File: src/rtl/afifo_pkg.sv
// Shared types and constants for the async FIFO read-side consumer.
package afifo_pkg;

  localparam int AFIFO_DW   = 8;
  localparam int AFIFO_CW   = 16;
  localparam int SKID_DEPTH = 2;

  typedef logic [AFIFO_DW-1:0] data_t;
  typedef logic [AFIFO_CW-1:0] cnt_t;

  typedef enum logic [1:0] {
    RUN     = 2'd0,
    DRAIN   = 2'd1,
    FLUSHED = 2'd2
  } drain_state_e;

endpackage

File: src/rtl/afifo_rd_skid.sv
// Two-entry FIFO-ordered skid buffer; clear empties it and wins over any write.
module afifo_rd_skid
  import afifo_pkg::*;
#(
  parameter int DW = 8
) (
  input  logic          clk,
  input  logic          rst,
  input  logic          clear,
  input  logic          wr,
  input  logic [DW-1:0] wr_data,
  input  logic          leave,
  output logic [1:0]    occ,
  output logic [DW-1:0] head
);

  logic [DW-1:0] mem_r [SKID_DEPTH];
  logic          wr_ptr_r;
  logic          rd_ptr_r;
  logic [1:0]    occ_r;
  logic          leave_s;

  assign leave_s = leave && (occ_r != 2'd0);
  assign occ     = occ_r;
  assign head    = mem_r[rd_ptr_r];

  // Storage, pointers and occupancy.
  always_ff @(posedge clk) begin
    if (rst) begin
      for (int i = 0; i < SKID_DEPTH; i++) begin
        mem_r[i] <= '0;
      end
      wr_ptr_r <= 1'b0;
      rd_ptr_r <= 1'b0;
      occ_r    <= 2'd0;
    end else if (clear) begin
      wr_ptr_r <= 1'b0;
      rd_ptr_r <= 1'b0;
      occ_r    <= 2'd0;
    end else begin
      if (wr) begin
        mem_r[wr_ptr_r] <= wr_data;
        wr_ptr_r        <= ~wr_ptr_r;
      end
      if (leave_s) begin
        rd_ptr_r <= ~rd_ptr_r;
      end
      occ_r <= occ_r + {1'b0, wr} - {1'b0, leave_s};
    end
  end

endmodule

File: src/rtl/afifo_rd_drain.sv
// Read-side consumer: pops the FIFO, checks an incrementing sequence, buffers
// words for a valid/ready sink, and can drain the FIFO discarding its contents.
module afifo_rd_drain
  import afifo_pkg::*;
#(
  parameter int DW = 8,
  parameter int CW = 16
) (
  input  logic          rd_clk,
  input  logic          rd_rst,
  input  logic          fifo_empty,
  input  logic [DW-1:0] fifo_rd_data,
  output logic          fifo_pop,
  output logic          m_valid,
  output logic [DW-1:0] m_data,
  input  logic          m_ready,
  input  logic          drain_req,
  output logic          drain_done,
  output logic [CW-1:0] word_cnt,
  output logic [CW-1:0] err_cnt
);

  localparam logic [1:0] ST_RUN     = RUN;
  localparam logic [1:0] ST_DRAIN   = DRAIN;
  localparam logic [1:0] ST_FLUSHED = FLUSHED;

  logic [1:0]    state_r;
  logic [1:0]    state_nxt_s;
  logic          inflight_r;
  logic [DW-1:0] exp_r;
  logic [CW-1:0] word_cnt_r;
  logic [CW-1:0] err_cnt_r;
  logic          drain_done_r;
  logic [1:0]    occ_s;
  logic [DW-1:0] head_s;
  logic          leave_s;
  logic [2:0]    load_s;
  logic          pop_s;
  logic          skid_wr_s;
  logic          skid_clear_s;

  assign m_valid      = (occ_s != 2'd0) && (state_r == ST_RUN);
  assign m_data       = head_s;
  assign leave_s      = m_valid && m_ready;
  assign load_s       = {1'b0, occ_s} + {2'b00, inflight_r} - {2'b00, leave_s};
  assign skid_wr_s    = inflight_r && (state_r == ST_RUN);
  assign skid_clear_s = (state_r == ST_RUN) && drain_req;
  assign fifo_pop     = pop_s;
  assign drain_done   = drain_done_r;
  assign word_cnt     = word_cnt_r;
  assign err_cnt      = err_cnt_r;

  // Pop request; held low during reset so no word is lost while the core restarts.
  always_comb begin
    pop_s = 1'b0;
    if (rd_rst) begin
      pop_s = 1'b0;
    end else begin
      case (state_r)
        ST_RUN:   pop_s = !fifo_empty && (load_s < 3'd2);
        ST_DRAIN: pop_s = !fifo_empty;
        default:  pop_s = 1'b0;
      endcase
    end
  end

  // Next-state logic for RUN / DRAIN / FLUSHED.
  always_comb begin
    state_nxt_s = state_r;
    case (state_r)
      ST_RUN: begin
        if (drain_req) state_nxt_s = ST_DRAIN;
        else           state_nxt_s = ST_RUN;
      end
      ST_DRAIN: begin
        if (fifo_empty && !inflight_r) state_nxt_s = ST_FLUSHED;
        else                           state_nxt_s = ST_DRAIN;
      end
      ST_FLUSHED: state_nxt_s = ST_RUN;
      default:    state_nxt_s = ST_RUN;
    endcase
  end

  // State register and one-cycle drain completion pulse.
  always_ff @(posedge rd_clk) begin
    if (rd_rst) begin
      state_r      <= ST_RUN;
      drain_done_r <= 1'b0;
    end else begin
      state_r      <= state_nxt_s;
      drain_done_r <= (state_nxt_s == ST_FLUSHED);
    end
  end

  // Capture, sequence check (resync on mismatch) and counters.
  always_ff @(posedge rd_clk) begin
    if (rd_rst) begin
      inflight_r <= 1'b0;
      exp_r      <= '0;
      word_cnt_r <= '0;
      err_cnt_r  <= '0;
    end else begin
      inflight_r <= pop_s;
      if (inflight_r) begin
        word_cnt_r <= word_cnt_r + {{(CW-1){1'b0}}, 1'b1};
        exp_r      <= fifo_rd_data + {{(DW-1){1'b0}}, 1'b1};
        if ((fifo_rd_data != exp_r) && (err_cnt_r != {CW{1'b1}})) begin
          err_cnt_r <= err_cnt_r + {{(CW-1){1'b0}}, 1'b1};
        end
      end
    end
  end

  afifo_rd_skid #(.DW(DW)) u_skid (
    .clk     (rd_clk),
    .rst     (rd_rst),
    .clear   (skid_clear_s),
    .wr      (skid_wr_s),
    .wr_data (fifo_rd_data),
    .leave   (leave_s),
    .occ     (occ_s),
    .head    (head_s)
  );

endmodule

File: config.mk
export PLATFORM = sky130hd
export DESIGN_NAME = afifo_rd_drain
export DESIGN_NICKNAME = d
export VERILOG_FILES = /design/src/rtl/afifo_pkg.sv /design/src/rtl/afifo_rd_skid.sv /design/src/rtl/afifo_rd_drain.sv
export SDC_FILE = /design/constraint.sdc
export NUM_CORES = 1
export LEC_CHECK = 0
export BUFFER_PORTS_ARGS = -buffer_cell sky130_fd_sc_hd__buf_2
export CAP_MARGIN = 5
export CORE_MARGIN = 1
export CORE_UTILIZATION = 50
export DETAILED_ROUTE_END_ITERATION = 16
export PLACE_DENSITY_LB_ADDON = 0.15
export SETUP_SLACK_MARGIN = 0.4
export SYNTH_ARGS = -nofsm -noshare
export SYNTH_HDL_FRONTEND = slang
export SYNTH_SLANG_ARGS = --single-unit
File: constraint.sdc
create_clock -name rd_clk -period 2 [get_ports rd_clk]
set_input_delay 0.1 -clock rd_clk [delete_from_list [all_inputs] [get_ports rd_clk]]
set_output_delay 0.1 -clock rd_clk [all_outputs]
set_load 0.1 [all_outputs]
==> flow_metrics.py <==
metrics = {
    "outcome": {
        "status": "finished, violations left",
        "violations": "negative setup slack",
    },
    "grt": {
        "met2_usage_pct": 40.3,
        "grt.total_usage_pct": 24.6,
        "grtUsageMet3_pct": 7.39,
        "grt_pass1_vias": 2536,
        "grt_busiest_layer": "met2",
        "grt-ovfl-total": 0,
        "met1_usage_pct": 30.1,
        "grt_max_degree": 35,
        "grt_first_pass_wirelength_mm": 12.0,
        "antenna_found_initial": 0,
    },
    "worst_setup_path": {
        "crit_fanout": 2,
        "worst-path-buf-inv": 1,
        "crit_path_end_kind": "output pin",
        "cp.required_ns": 1.90,
        "cp.arrival_ns": 2.41,
        "worst_path_max_delay_cell": "fa_2",
        "cp-start-kind": "flip-flop",
        "crit_path_cell_trace": "nor2_4 -> o21a_4 -> and2_4 -> ha_4 -> nand2b_4 -> fa_2 -> a21oi_2 -> nor4_4 -> buf_12",
        "critPathKind": "flip-flop to output pin",
        "cp_slowest_stage_delay_ns": 0.53,
        "path_delay_family": "adder cells",
    },
    "sta": {
        "tightest_slew_ns": 0.508,
        "setup_ws_ns": -0.507,
        "rsz0062_at_grt": "true",
        "fmax_ghz": 0.399,
        "period_needed_ns": 2.51,
        "setup_viol": 3,
        "skew_ns": 0.0116,
        "maxSlewHeadroom_pct": 66.4,
        "finalMaxSlewViolations": 0,
        "period_share_pct": 125,
        "hold_violations": 0,
    },
    "finish": {
        "syn2layout_area_growth_pct": 47.3,
        "n_antenna_cell": 0,
        "drive_gt1_share_pct": 51.8,
        "utilization_pct": 76.8,
        "final_nets": 434,
    },
    "clock_network": {
        "clk_pin_slew_ns": 0.08,
        "cts_buffers": 9,
        "cts_htree_levels": 3,
        "cts_sinks": 65,
        "worst_skew_pair.late_latency_ns": 0.36,
        "clockBufferDepth": 2,
        "cts_tree": "yes",
        "clockRootBuffer": "clkbuf_8",
    },
    "yosys": {
        "ys.flop_type": "dfxtp_1",
        "synth_edf_count": 16,
        "netlist_area_mm2": 0.00309,
        "yosysTopAreaCellShare_pct": 31.8,
        "yosysTopAreaCell": "dfxtp_1",
        "synthCells": 319,
        "synth.net_count": 339,
        "yosysMostFrequentCell": "dfxtp_1",
        "ys_async_sr_fraction_pct": 0,
        "ys_top_cells_by_count": "49 x dfxtp_1, 37 x nor2_1, 20 x and2_1, 20 x xnor2_1, 17 x a21oi_1",
        "yosys-top-cells-area": "dfxtp_1 32%, edfxtp_1 16%, xnor2_1 5.7%",
        "seq_area_frac_synth_pct": 47.3,
        "ys_ff_latch": 65,
        "syn_avg_cell_area_um2": 9.68,
        "synth_warnings": 0,
        "yosysUniqueCellTypes": 41,
    },
    "power_and_ir_drop": {
        "p_leak_nw": 1.75,
        "power.density_mw_per_mm2": 730,
        "peakVddDrop_uv": 418,
        "power_w": 0.00332,
    },
    "route": {
        "via_count": 2633,
        "wirelength_mm": 7.44,
        "dr.pass1.iters": 4,
        "drc_errors": 0,
        "wl_per_cell_um": 15.1,
        "via_per_inst": 5.33,
        "drt_iter0_drc": 76,
        "ant_nets": 0,
    },
    "hold_path": {
        "hp-class": "input port to flip-flop",
    },
    "flow_run": {
        "drv_cap": 0,
    },
    "placement": {
        "place_congestion": 0.761,
        "dp_hpwl_mm": 4.39,
        "io_buffers": 55,
    },
    "floorplanning": {
        "dieArea_mm2": 0.00649,
        "die_h_um": 80.6,
        "pin_count": 56,
        "die_w_um": 80.6,
        "rows": 28,
        "core_mm2": 0.00592,
        "initial_utilization_pct": 52.1,
    },
}
## worst reg2reg max path: stages (launching register included)
cell and delay [ns]:
dfxtp_2 0.33, o21a_4 0.21, buf_4 0.13, buf_6 0.10, buf_6 0.10, buf_6 0.10, buf_6 0.10, buf_6 0.10
buf_6 0.10, buf_6 0.11, and2_4 0.15, ha_4 0.27, inv_4 0.03, ha_4 0.15, xor2_2 0.15, xnor2_1 0.15
nor2_1 0.07
## path summary, 6_finish.rpt
| kind | from | cells after the start | endpoint | slack [ns] |
|---|---|---|---|---|
| max | state_r[1] | 9 | fifo_pop | -0.51 |
| min | fifo_rd_data[0] | 2 | exp_r[0] | 0.03 |
| max reg2reg | u_skid.occ[1] | 16 | u_skid.occ[1] | -0.47 |
| min reg2reg | exp_r[0] | 2 | exp_r[0] | 0.50 |
## cell families (layout without fill, tap and decap cells)
group	Yosys count	count (layout)	synth area share [%]
AND/OR/NAND/NOR	137	137	24.2
adder cells (fa/ha/maj)	7	7	3.08
multiplexers	16	16	5.76
flip-flops	65	65	47.3
XOR/XNOR	29	29	8.23
AO/OA/AOI/OAI	43	43	8.39
buffers and inverters	22	122	3.04
## sequential cells by signal, indices dropped and copies added, names as in the netlist, named ones only
| register | flops |
|---|---|
| err_cnt | 16 |
| drain_done | 1 |
| u_skid.rd_ptr_r | 1 |
| state_r | 2 |
| inflight_r | 1 |
| word_cnt | 16 |
| exp_r | 8 |
| u_skid.mem_r | 16 |
| u_skid.wr_ptr_r | 1 |
| u_skid.occ | 2 |
## layout by cell type, fill, tap and decap left out, drive strengths merged, types with 2 or more instances in the layout
cell    synthesis  final
dfxtp          49     49
and4            2      2
a211oi          7      7
nand3          10     10
nor4            8      8
mux2i           2      2
and3            7      7
nor2b           5      5
xnor2          20     20
ha              6      6
edfxtp         16     16
mux2           14     14
xor2            9      9
o31ai           8      8
a21oi          17     17
buf             8     97
or4             8      8
nand4          10     10
bufinv          0      2
or3             7      7
or2             2      2
inv             6      6
o21ai           8      8
and2           21     21
nor3            3      3
nor2           37     37
clkbuf          8     14
nand2          12     12
clkinv          0      2
## final cells by class
type,count,area [um2]
multi-input cells,232,1900
inverters,6,25.0
clock buffers,12,156
fillers,403,1380
flip-flops and latches,65,1560
repair buffers,100,734
well taps,75,93.8
clock inverters,4,73.8
## power breakdown
part	leakage [nW]	internal, W	total [W]	switching (W)
Combinational	1.05	0.000237	0.000616	0.000379
Clock	0.116	0.000778	0.00129	0.000513
Sequential	0.587	0.00137	0.00141	0.0000386
Total	1.75	0.00239	0.00332	0.000931
## stage by stage
stage | cell area [um2] | hold slack [ns] | std cells | setup TNS [ns] | worst slack (ns)
finish | 4550 | 0.0340 | 494 | -1.23 | -0.507
global route | 4550 | 0.0568 | 494 | -1.47 | -0.585
CTS | 4380 | 0.0379 | 491 | -0.989 | -0.509
detailed placement | 3760 | 0.342 | 450 | -0.289 | -0.289
global placement | 3760 | 0.335 | 450 | -0.254 | -0.254
floorplan | 3320 | 0.179 | 319 | -1.44 | -1.14
## timing repair
item	4_1_cts	5_1_grt
hold buffers	1	0
hold endpoints to repair	1	0
setup endpoints to repair	50	53
cloned	0	1
buffers inserted	24	2
pin swaps	29	17
gates resized for setup	44	32
## routing by layer
| metal | wire, um | part of all wire [%] | up-vias |
|---|---|---|---|
| met5 | 0 | 0 | - |
| met4 | 106 | 1.4 | 0 |
| met3 | 312 | 4.2 | 13 |
| met2 | 3630 | 49 | 53 |
| met1 | 3390 | 46 | 1241 |
| li1 | - | - | 1326 |
No activity file was read; power rests on OpenSTA's default activity.
